File: src/rtl/alu_arbiter_if.sv
// -----------------------------------------------------------------------------
// alu_arbiter_if
//   Bundles every bus signal around alu_arbiter: two command requesters, the
//   ALU operand/result pins, the tagged response channel and the status
//   outputs (sticky parity error, completed-operation counter).
//
//   modport master : the arbiter side. It grants requesters, drives the ALU
//                    and sources responses.
//   modport slave  : the environment side. It holds the requesters, the ALU
//                    instance and the response consumer.
//
//   Signals
//     r0_valid/r0_ready, r0_a, r0_b, r0_sel : requester 0 command channel
//     r1_valid/r1_ready, r1_a, r1_b, r1_sel : requester 1 command channel
//     alu_a, alu_b, alu_sel                 : operands/opcode to the ALU
//     alu_res, alu_par                      : ALU result and its parity bit
//     rsp_valid/rsp_ready, rsp_id, rsp_data,
//     rsp_par, rsp_err                      : response channel
//     par_err                               : sticky parity-mismatch flag
//     op_count                              : completed responses (wraps)
// -----------------------------------------------------------------------------
interface alu_arbiter_if #(
  parameter int CNT_W = 16
);
  // Requester 0
  logic             r0_valid;
  logic             r0_ready;
  logic [3:0]       r0_a;
  logic [3:0]       r0_b;
  logic [2:0]       r0_sel;
  // Requester 1
  logic             r1_valid;
  logic             r1_ready;
  logic [3:0]       r1_a;
  logic [3:0]       r1_b;
  logic [2:0]       r1_sel;
  // ALU pins
  logic [3:0]       alu_a;
  logic [3:0]       alu_b;
  logic [2:0]       alu_sel;
  logic [7:0]       alu_res;
  logic             alu_par;
  // Response channel
  logic             rsp_valid;
  logic             rsp_ready;
  logic             rsp_id;
  logic [7:0]       rsp_data;
  logic             rsp_par;
  logic             rsp_err;
  // Status
  logic             par_err;
  logic [CNT_W-1:0] op_count;

  modport master (
    input  r0_valid, r0_a, r0_b, r0_sel,
    output r0_ready,
    input  r1_valid, r1_a, r1_b, r1_sel,
    output r1_ready,
    output alu_a, alu_b, alu_sel,
    input  alu_res, alu_par,
    output rsp_valid, rsp_id, rsp_data, rsp_par, rsp_err,
    input  rsp_ready,
    output par_err, op_count
  );

  modport slave (
    output r0_valid, r0_a, r0_b, r0_sel,
    input  r0_ready,
    output r1_valid, r1_a, r1_b, r1_sel,
    input  r1_ready,
    input  alu_a, alu_b, alu_sel,
    output alu_res, alu_par,
    input  rsp_valid, rsp_id, rsp_data, rsp_par, rsp_err,
    output rsp_ready,
    input  par_err, op_count
  );
endinterface

File: src/rtl/alu_arbiter.sv
// -----------------------------------------------------------------------------
// alu_arbiter
//   Round-robin arbiter and sequencer sharing one combinational 4-bit ALU
//   (8-bit result plus parity) between two requesters.
//
//   Flow: IDLE grants one requester (valid/ready handshake) and latches its
//   command onto the ALU pins. ISSUE holds the ALU inputs for SETTLE_CYCLES
//   cycles, then captures result and parity and checks the parity. RESP
//   presents a tagged response until the consumer takes it. A divide-by-zero
//   command (sel 3'b110 with b == 0) bypasses ISSUE and answers with rsp_err.
//
//   Parameters
//     SETTLE_CYCLES : cycles the ALU inputs are held before capture (1..15)
//     CNT_W         : width of the completed-operation counter
//
//   Ports
//     clk  : system clock, rising edge
//     rst  : synchronous active-high reset
//     bus  : alu_arbiter_if.master carrying requester, ALU, response and
//            status signals (see alu_arbiter_if.sv)
// -----------------------------------------------------------------------------
module alu_arbiter #(
  parameter int SETTLE_CYCLES = 1,
  parameter int CNT_W         = 16
) (
  input  logic            clk,
  input  logic            rst,
  alu_arbiter_if.master   bus
);

  if (SETTLE_CYCLES < 1 || SETTLE_CYCLES > 15) begin : g_bad_settle
    $error("alu_arbiter: SETTLE_CYCLES must lie in 1..15");
  end

  localparam logic [3:0] SETTLE_LAST = 4'(SETTLE_CYCLES - 1);

  typedef enum logic [1:0] {
    IDLE  = 2'd0,
    ISSUE = 2'd1,
    RESP  = 2'd2
  } state_t;

  // Divide opcode with a zero divisor is refused without touching the ALU.
  function automatic logic is_reject(input logic [2:0] sel, input logic [3:0] b);
    return (sel == 3'b110) && (b == 4'd0);
  endfunction

  // The ALU claims alu_par is the XOR of its result; flag any disagreement.
  function automatic logic parity_bad(input logic [7:0] res, input logic par);
    return (^res) != par;
  endfunction

  state_t           state_q;
  logic             last_grant_q;
  logic [3:0]       wait_q;
  logic [3:0]       alu_a_q;
  logic [3:0]       alu_b_q;
  logic [2:0]       alu_sel_q;
  logic             rsp_valid_q;
  logic             rsp_id_q;
  logic [7:0]       rsp_data_q;
  logic             rsp_par_q;
  logic             rsp_err_q;
  logic             par_err_q;
  logic [CNT_W-1:0] op_count_q;

  logic             grant1;
  logic             r0_ready;
  logic             r1_ready;
  logic             accept;
  logic [3:0]       cmd_a_d;
  logic [3:0]       cmd_b_d;
  logic [2:0]       cmd_sel_d;

  // Grant is a pure function of the valids and the previous winner: a lone
  // valid always wins, a tie goes to whoever did not win last time. Ready is
  // suppressed while rst is high so a reset cycle never completes a handshake.
  always_comb begin
    grant1 = 1'b0;
    if (bus.r0_valid && bus.r1_valid) begin
      grant1 = ~last_grant_q;
    end else begin
      grant1 = bus.r1_valid;
    end

    r0_ready = 1'b0;
    r1_ready = 1'b0;
    if ((state_q == IDLE) && !rst) begin
      r0_ready = bus.r0_valid && !grant1;
      r1_ready = bus.r1_valid &&  grant1;
    end
    accept = r0_ready || r1_ready;

    cmd_a_d   = bus.r0_a;
    cmd_b_d   = bus.r0_b;
    cmd_sel_d = bus.r0_sel;
    if (grant1) begin
      cmd_a_d   = bus.r1_a;
      cmd_b_d   = bus.r1_b;
      cmd_sel_d = bus.r1_sel;
    end
  end

  always_ff @(posedge clk) begin
    if (rst) begin
      state_q      <= IDLE;
      last_grant_q <= 1'b1;
      wait_q       <= 4'd0;
      alu_a_q      <= 4'd0;
      alu_b_q      <= 4'd0;
      alu_sel_q    <= 3'd0;
      rsp_valid_q  <= 1'b0;
      rsp_id_q     <= 1'b0;
      rsp_data_q   <= 8'd0;
      rsp_par_q    <= 1'b0;
      rsp_err_q    <= 1'b0;
      par_err_q    <= 1'b0;
      op_count_q   <= '0;
    end else begin
      case (state_q)
        IDLE: begin
          if (accept) begin
            alu_a_q      <= cmd_a_d;
            alu_b_q      <= cmd_b_d;
            alu_sel_q    <= cmd_sel_d;
            rsp_id_q     <= grant1;
            last_grant_q <= grant1;
            if (is_reject(cmd_sel_d, cmd_b_d)) begin
              rsp_data_q  <= 8'd0;
              rsp_par_q   <= 1'b0;
              rsp_err_q   <= 1'b1;
              rsp_valid_q <= 1'b1;
              state_q     <= RESP;
            end else begin
              wait_q  <= SETTLE_LAST;
              state_q <= ISSUE;
            end
          end
        end

        ISSUE: begin
          // wait_q counts the remaining settle cycles after this one.
          if (wait_q == 4'd0) begin
            rsp_data_q  <= bus.alu_res;
            rsp_par_q   <= bus.alu_par;
            rsp_err_q   <= 1'b0;
            rsp_valid_q <= 1'b1;
            if (parity_bad(bus.alu_res, bus.alu_par)) begin
              par_err_q <= 1'b1;
            end
            state_q <= RESP;
          end else begin
            wait_q <= wait_q - 4'd1;
          end
        end

        RESP: begin
          if (bus.rsp_ready) begin
            rsp_valid_q <= 1'b0;
            op_count_q  <= op_count_q + CNT_W'(1);
            state_q     <= IDLE;
          end
        end

        default: begin
          state_q     <= IDLE;
          rsp_valid_q <= 1'b0;
        end
      endcase
    end
  end

  assign bus.r0_ready  = r0_ready;
  assign bus.r1_ready  = r1_ready;
  assign bus.alu_a     = alu_a_q;
  assign bus.alu_b     = alu_b_q;
  assign bus.alu_sel   = alu_sel_q;
  assign bus.rsp_valid = rsp_valid_q;
  assign bus.rsp_id    = rsp_id_q;
  assign bus.rsp_data  = rsp_data_q;
  assign bus.rsp_par   = rsp_par_q;
  assign bus.rsp_err   = rsp_err_q;
  assign bus.par_err   = par_err_q;
  assign bus.op_count  = op_count_q;

endmodule

File: src/flat_wrapper.sv
// flat-port wrapper written by rule: the top's interface ports become plain ports
module alu_arbiter_flat 
#(
  parameter int SETTLE_CYCLES = 1,
  parameter int CNT_W         = 16
)
  (clk, rst, bus_r0_valid, bus_r0_a, bus_r0_b, bus_r0_sel, bus_r0_ready, bus_r1_valid, bus_r1_a, bus_r1_b, bus_r1_sel, bus_r1_ready, bus_alu_a, bus_alu_b, bus_alu_sel, bus_alu_res, bus_alu_par, bus_rsp_valid, bus_rsp_id, bus_rsp_data, bus_rsp_par, bus_rsp_err, bus_rsp_ready, bus_par_err, bus_op_count);
  alu_arbiter_if #(.CNT_W(CNT_W)) bus_i ();
  input  logic clk;
  input  logic rst;
  input wire logic [$bits(bus_i.r0_valid)-1:0] bus_r0_valid;
  input wire logic [$bits(bus_i.r0_a)-1:0] bus_r0_a;
  input wire logic [$bits(bus_i.r0_b)-1:0] bus_r0_b;
  input wire logic [$bits(bus_i.r0_sel)-1:0] bus_r0_sel;
  output wire logic [$bits(bus_i.r0_ready)-1:0] bus_r0_ready;
  input wire logic [$bits(bus_i.r1_valid)-1:0] bus_r1_valid;
  input wire logic [$bits(bus_i.r1_a)-1:0] bus_r1_a;
  input wire logic [$bits(bus_i.r1_b)-1:0] bus_r1_b;
  input wire logic [$bits(bus_i.r1_sel)-1:0] bus_r1_sel;
  output wire logic [$bits(bus_i.r1_ready)-1:0] bus_r1_ready;
  output wire logic [$bits(bus_i.alu_a)-1:0] bus_alu_a;
  output wire logic [$bits(bus_i.alu_b)-1:0] bus_alu_b;
  output wire logic [$bits(bus_i.alu_sel)-1:0] bus_alu_sel;
  input wire logic [$bits(bus_i.alu_res)-1:0] bus_alu_res;
  input wire logic [$bits(bus_i.alu_par)-1:0] bus_alu_par;
  output wire logic [$bits(bus_i.rsp_valid)-1:0] bus_rsp_valid;
  output wire logic [$bits(bus_i.rsp_id)-1:0] bus_rsp_id;
  output wire logic [$bits(bus_i.rsp_data)-1:0] bus_rsp_data;
  output wire logic [$bits(bus_i.rsp_par)-1:0] bus_rsp_par;
  output wire logic [$bits(bus_i.rsp_err)-1:0] bus_rsp_err;
  input wire logic [$bits(bus_i.rsp_ready)-1:0] bus_rsp_ready;
  output wire logic [$bits(bus_i.par_err)-1:0] bus_par_err;
  output wire logic [$bits(bus_i.op_count)-1:0] bus_op_count;
  assign bus_i.r0_valid = bus_r0_valid;
  assign bus_i.r0_a = bus_r0_a;
  assign bus_i.r0_b = bus_r0_b;
  assign bus_i.r0_sel = bus_r0_sel;
  assign bus_r0_ready = bus_i.r0_ready;
  assign bus_i.r1_valid = bus_r1_valid;
  assign bus_i.r1_a = bus_r1_a;
  assign bus_i.r1_b = bus_r1_b;
  assign bus_i.r1_sel = bus_r1_sel;
  assign bus_r1_ready = bus_i.r1_ready;
  assign bus_alu_a = bus_i.alu_a;
  assign bus_alu_b = bus_i.alu_b;
  assign bus_alu_sel = bus_i.alu_sel;
  assign bus_i.alu_res = bus_alu_res;
  assign bus_i.alu_par = bus_alu_par;
  assign bus_rsp_valid = bus_i.rsp_valid;
  assign bus_rsp_id = bus_i.rsp_id;
  assign bus_rsp_data = bus_i.rsp_data;
  assign bus_rsp_par = bus_i.rsp_par;
  assign bus_rsp_err = bus_i.rsp_err;
  assign bus_i.rsp_ready = bus_rsp_ready;
  assign bus_par_err = bus_i.par_err;
  assign bus_op_count = bus_i.op_count;
  alu_arbiter #(.SETTLE_CYCLES(SETTLE_CYCLES), .CNT_W(CNT_W)) u_core (.clk(clk), .rst(rst), .bus(bus_i));
endmodule
File: config.mk
export PLATFORM = sky130hd
export DESIGN_NAME = alu_arbiter_flat
export DESIGN_NICKNAME = d
export VERILOG_FILES = /design/src/rtl/alu_arbiter_if.sv /design/src/rtl/alu_arbiter.sv /design/src/flat_wrapper.sv
export SDC_FILE = /design/constraint.sdc
export NUM_CORES = 1
export LEC_CHECK = 0
export ABC_CLOCK_PERIOD_IN_PS = 2400
export CAP_MARGIN = 40
export CORE_MARGIN = 5
export CORE_UTILIZATION = 44
export DETAILED_ROUTE_END_ITERATION = 8
export PLACE_DENSITY = 0.86
export SLEW_MARGIN = 5
export SYNTH_ARGS = -nofsm -noshare
export SYNTH_HDL_FRONTEND = slang
export SYNTH_SLANG_ARGS = --single-unit
File: constraint.sdc
create_clock -name clk -period 2.4 [get_ports clk]
set_input_delay 0.48 -clock clk [delete_from_list [all_inputs] [get_ports clk]]
set_output_delay 0.48 -clock clk [all_outputs]
set_load 0.02 [all_outputs]
==> impl_metrics.xml <==
<?xml version="1.0" encoding="UTF-8"?>
<metrics>
  <group name="yosys">
    <metric name="synth_top_area_cell" unit="">sky130_fd_sc_hd__dfxtp_1</metric>
    <metric name="syn-cell-area" unit="µm²">2140</metric>
    <metric name="synthCells" unit="">233</metric>
    <metric name="yosys_most_used_dff" unit="">sky130_fd_sc_hd__dfxtp_1</metric>
    <metric name="synth_area_per_cell" unit="µm²">9.17</metric>
    <metric name="synth.area.top_cells" unit="">sky130_fd_sc_hd__dfxtp_1, sky130_fd_sc_hd__nor2_1, sky130_fd_sc_hd__xor2_1, sky130_fd_sc_hd__mux2i_1, sky130_fd_sc_hd__a211oi_1</metric>
    <metric name="number_of_synthesized_flops_with_an_enable_pin" unit="">0</metric>
    <metric name="syn-num-nets" unit="">272</metric>
    <metric name="post_synth_arst_share" unit="">0</metric>
    <metric name="yosys_register_bits" unit="">47</metric>
    <metric name="synthDistinctLibCells" unit="">45</metric>
    <metric name="synth.top_cell.area_share" unit="">0.440</metric>
    <metric name="ys_seq_area_frac" unit="">0.440</metric>
    <metric name="yosysWarningCount" unit="">0</metric>
  </group>
  <group name="global_route">
    <metric name="vias_in_the_first_global_route" unit="">1902</metric>
    <metric name="grt_first_pass_wirelength" unit="µm">8550</metric>
    <metric name="grt-busiest-layer" unit="">met2</metric>
    <metric name="grtUsageTotal" unit="">0.170</metric>
    <metric name="gr-usage-met2" unit="">0.286</metric>
    <metric name="grt.overflow.total" unit="">0</metric>
    <metric name="met3_usage" unit="">0.0700</metric>
    <metric name="grtUsageMet1" unit="">0.193</metric>
    <metric name="antenna_violations_before_repair" unit="">0</metric>
    <metric name="largest_net_degree_at_the_start_of_global_routing" unit="">36</metric>
  </group>
  <group name="clock_tree">
    <metric name="clock_insertion_delay_worst_skew" unit="ns">0.30</metric>
    <metric name="postCtsSetupRepairBufs" unit="">0</metric>
    <metric name="clk_path_buf_depth" unit="">2</metric>
    <metric name="cts_root_buffer" unit="">sky130_fd_sc_hd__clkbuf_8</metric>
    <metric name="clkSlewWorstSetupHoldPaths" unit="ns">0.09</metric>
    <metric name="clock_tree.htree_level_count" unit="">2</metric>
    <metric name="cts_sinks" unit="">47</metric>
    <metric name="cts_inserted_buffers" unit="">5</metric>
    <metric name="post_cts_resize_count" unit="">2</metric>
    <metric name="hold_buffers" unit="">0</metric>
    <metric name="tritoncts" unit="">yes</metric>
  </group>
  <group name="worst_setup_path">
    <metric name="worst-endpoint-arrival" unit="ns">2.45</metric>
    <metric name="worstSetupStartpointType" unit="">input port</metric>
    <metric name="cp.required" unit="ns">2.60</metric>
    <metric name="critical_path.cell_chain" unit="">clkdlybuf4s50_1 -&gt; or4_1 -&gt; or4_4 -&gt; a21oi_2 -&gt; o31ai_2 -&gt; a22o_1</metric>
    <metric name="crit_fanout" unit="">8</metric>
    <metric name="setup.worst_path.end_class" unit="">register</metric>
    <metric name="worst_path_dominant_cell_family" unit="">simple AND/OR/NAND/NOR gates</metric>
    <metric name="cp_slowest_stage_delay" unit="ns">0.53</metric>
    <metric name="path_class" unit="">input port to register</metric>
    <metric name="cp_slowest_cell" unit="">sky130_fd_sc_hd__or4_1</metric>
    <metric name="path_buf_inv" unit="">1</metric>
  </group>
  <group name="sta">
    <metric name="max-slew-margin-rel" unit="">0.566</metric>
    <metric name="finalSetupViolations" unit="">0</metric>
    <metric name="fin_ws" unit="ns">0.149</metric>
    <metric name="finalHoldViolCount" unit="">0</metric>
    <metric name="clock_skew" unit="ns">0.00886</metric>
    <metric name="final_min_period_over_clock_period" unit="">0.938</metric>
    <metric name="fmaxAchievable" unit="GHz">0.444</metric>
    <metric name="tightest_slew" unit="ns">0.647</metric>
    <metric name="grt_setup_unrepaired" unit="">no</metric>
    <metric name="final_period_demand_of_the_worst_path" unit="ns">2.25</metric>
    <metric name="final_hold_slack" unit="ns">0.463</metric>
    <metric name="timing.final.max_slew_violations" unit="">0</metric>
  </group>
  <group name="pwr">
    <metric name="powerDensity" unit="nW/µm²">553</metric>
    <metric name="report.power.total" unit="mW">1.74</metric>
    <metric name="worst_ir_drop_vdd" unit="V">0.000399</metric>
    <metric name="leakagePower" unit="nW">1.19</metric>
  </group>
  <group name="layout">
    <metric name="area_growth" unit="%">47.0</metric>
    <metric name="drive_above_1_share" unit="">0.0881</metric>
    <metric name="nNetsFinal" unit="">356</metric>
    <metric name="stdcell_area" unit="µm²">3140</metric>
    <metric name="fillers" unit="">388</metric>
    <metric name="antenna-diode-count" unit="">0</metric>
  </group>
  <group name="die">
    <metric name="design.core.area" unit="µm²">4720</metric>
    <metric name="initial_utilization" unit="">0.452</metric>
    <metric name="design.die.area" unit="µm²">6350</metric>
    <metric name="die_width" unit="µm">79.7</metric>
    <metric name="placementRows" unit="">25</metric>
    <metric name="floorplan.io_pins" unit="">78</metric>
    <metric name="chipHeight" unit="µm">79.7</metric>
  </group>
  <group name="drt">
    <metric name="drc" unit="">0</metric>
    <metric name="vias" unit="">1945</metric>
    <metric name="drt_iter0_markers" unit="">38</metric>
    <metric name="route.detailed.wl_per_inst" unit="µm">13.6</metric>
    <metric name="detailed_router_iteration_count_before_antenna_repair" unit="">4</metric>
    <metric name="route.antenna.remaining_nets" unit="">0</metric>
    <metric name="wirelength" unit="µm">5250</metric>
    <metric name="drt-vias-per-instance" unit="">5.05</metric>
  </group>
  <group name="place">
    <metric name="pre_cts_slack" unit="ns">-0.180</metric>
    <metric name="detailedPlacementHpwl" unit="µm">4020</metric>
    <metric name="placement.io_buffers" unit="">77</metric>
    <metric name="placed_cell_area" unit="µm²">3040</metric>
    <metric name="gp_congestion" unit="">0.773</metric>
  </group>
  <group name="run">
    <metric name="maxCapViolations" unit="">0</metric>
  </group>
  <group name="status">
    <metric name="run_status" unit="">finished clean</metric>
  </group>
  <group name="min_path">
    <metric name="worstHoldPathType" unit="">register to register</metric>
  </group>
</metrics>
-- Yosys cell counts, types with 2 or more instances --
master                     number
sky130_fd_sc_hd__a211oi_1      11
sky130_fd_sc_hd__a21oi_1        4
sky130_fd_sc_hd__a22o_1         8
sky130_fd_sc_hd__and2_1         3
sky130_fd_sc_hd__and3_1         2
sky130_fd_sc_hd__buf_2          2
sky130_fd_sc_hd__clkbuf_1       9
sky130_fd_sc_hd__dfxtp_1       47
sky130_fd_sc_hd__ha_1           3
sky130_fd_sc_hd__inv_1          4
sky130_fd_sc_hd__mux2i_1       12
sky130_fd_sc_hd__nand2_1       16
sky130_fd_sc_hd__nand3_1        6
sky130_fd_sc_hd__nand4_1        6
sky130_fd_sc_hd__nor2_1        40
sky130_fd_sc_hd__nor2b_1        4
sky130_fd_sc_hd__nor3_1         2
sky130_fd_sc_hd__nor3b_1        2
sky130_fd_sc_hd__o21ai_0        2
sky130_fd_sc_hd__o21ai_1        2
sky130_fd_sc_hd__or4_1          3
sky130_fd_sc_hd__xnor2_1        8
sky130_fd_sc_hd__xor2_1        15
-- placed cells by master, fill, tap and decap left out, types with 2 or more instances in the layout --
master	count
sky130_fd_sc_hd__buf_4	12
sky130_fd_sc_hd__a211oi_1	11
sky130_fd_sc_hd__ha_1	3
sky130_fd_sc_hd__nor2b_1	4
sky130_fd_sc_hd__a21oi_1	4
sky130_fd_sc_hd__a22o_1	8
sky130_fd_sc_hd__mux2i_1	12
sky130_fd_sc_hd__or4_1	3
sky130_fd_sc_hd__nor2_1	40
sky130_fd_sc_hd__dfxtp_1	47
sky130_fd_sc_hd__nand2_1	16
sky130_fd_sc_hd__nor3b_1	2
sky130_fd_sc_hd__dlygate4sd2_1	2
sky130_fd_sc_hd__xor2_1	15
sky130_fd_sc_hd__inv_1	4
sky130_fd_sc_hd__xnor2_1	8
sky130_fd_sc_hd__and2_1	3
sky130_fd_sc_hd__nand4_1	6
sky130_fd_sc_hd__o21ai_0	2
sky130_fd_sc_hd__clkbuf_8	7
sky130_fd_sc_hd__nand3_1	6
sky130_fd_sc_hd__o21ai_1	2
sky130_fd_sc_hd__clkdlybuf4s50_1	75
sky130_fd_sc_hd__and3_1	2
-- per-layer routing --
metal,vias up,wire (µm)
li1,981,-
met1,889,2230
met2,66,2440
met3,9,495
met4,0,82
met5,-,0
-- worst register-to-register path, stage by stage (launching register included) --
cell                      delay (ns)
sky130_fd_sc_hd__dfxtp_1        0.34
sky130_fd_sc_hd__inv_1          0.08
sky130_fd_sc_hd__ha_1           0.17
sky130_fd_sc_hd__or3b_1         0.37
sky130_fd_sc_hd__and2_0         0.26
sky130_fd_sc_hd__o21ai_1        0.19
sky130_fd_sc_hd__o31ai_2        0.17
sky130_fd_sc_hd__a22o_1         0.22
-- worst paths after layout --
kind                      from                      to  slack [ns]  depth (start not counted)
max                bus_r0_b[0]  u_core.bus.rsp_data[1]        0.15                          6
min          u_core.bus.rsp_id       u_core.bus.rsp_id        0.46                          2
max reg2reg   u_core.wait_q[0]  u_core.bus.rsp_data[1]        0.52                          7
min reg2reg  u_core.bus.rsp_id       u_core.bus.rsp_id        0.46                          2
-- state kept, by name (all words and copies together), names as in the netlist --
signal,flops
u_core.bus.op_count,16
u_core.bus.rsp_data,8
u_core.bus.alu_a,4
u_core.bus.alu_b,4
u_core.wait_q,4
u_core.bus.alu_sel,3
u_core.state_q,2
u_core.bus.par_err,1
u_core.bus.rsp_err,1
u_core.bus.rsp_id,1
u_core.bus.rsp_par,1
u_core.bus.rsp_valid,1
u_core.last_grant_q,1
-- power by group --
group	internal [mW]	switching, mW
logic	0.192	0.172
registers	0.817	0.0215
clock network	0.262	0.271
-- cell type report --
type / count / area [µm²] / area share
Clock buffer: 7 / 96.3 / 0.0307
Inverter: 5 / 18.8 / 0.00598
Clock inverter: 1 / 7.51 / 0.00239
Multi-Input combinational cell: 169 / 1130 / 0.361
Tap cell: 67 / 83.8 / 0.0267
Sequential cell: 47 / 941 / 0.300
Timing Repair Buffer: 89 / 858 / 0.273
-- metrics by stage --
step / std cells / utilization / setup TNS (ns)
final: 385 / 0.665 / 0
after floorplan: 233 / - / 0
after global routing: 385 / 0.665 / 0
after CTS: 385 / 0.665 / 0
after detailed placement: 377 / 0.643 / -1.83
after global placement: 377 / 0.643 / -1.18
-- cells by family (layout without fill, tap and decap cells) --
logic type / Yosys count / in the layout / share of synthesized area
multiplexers: 12 / 12 / 0.0562
AND/OR/NAND/NOR: 91 / 91 / 0.205
flip-flops: 47 / 47 / 0.440
AO/OA/AOI/OAI: 39 / 39 / 0.145
buffers and inverters: 17 / 102 / 0.0310
XOR/XNOR: 24 / 24 / 0.105
adder cells (fa/ha/maj): 3 / 3 / 0.0176
Power figures use the tool's default switching activity.
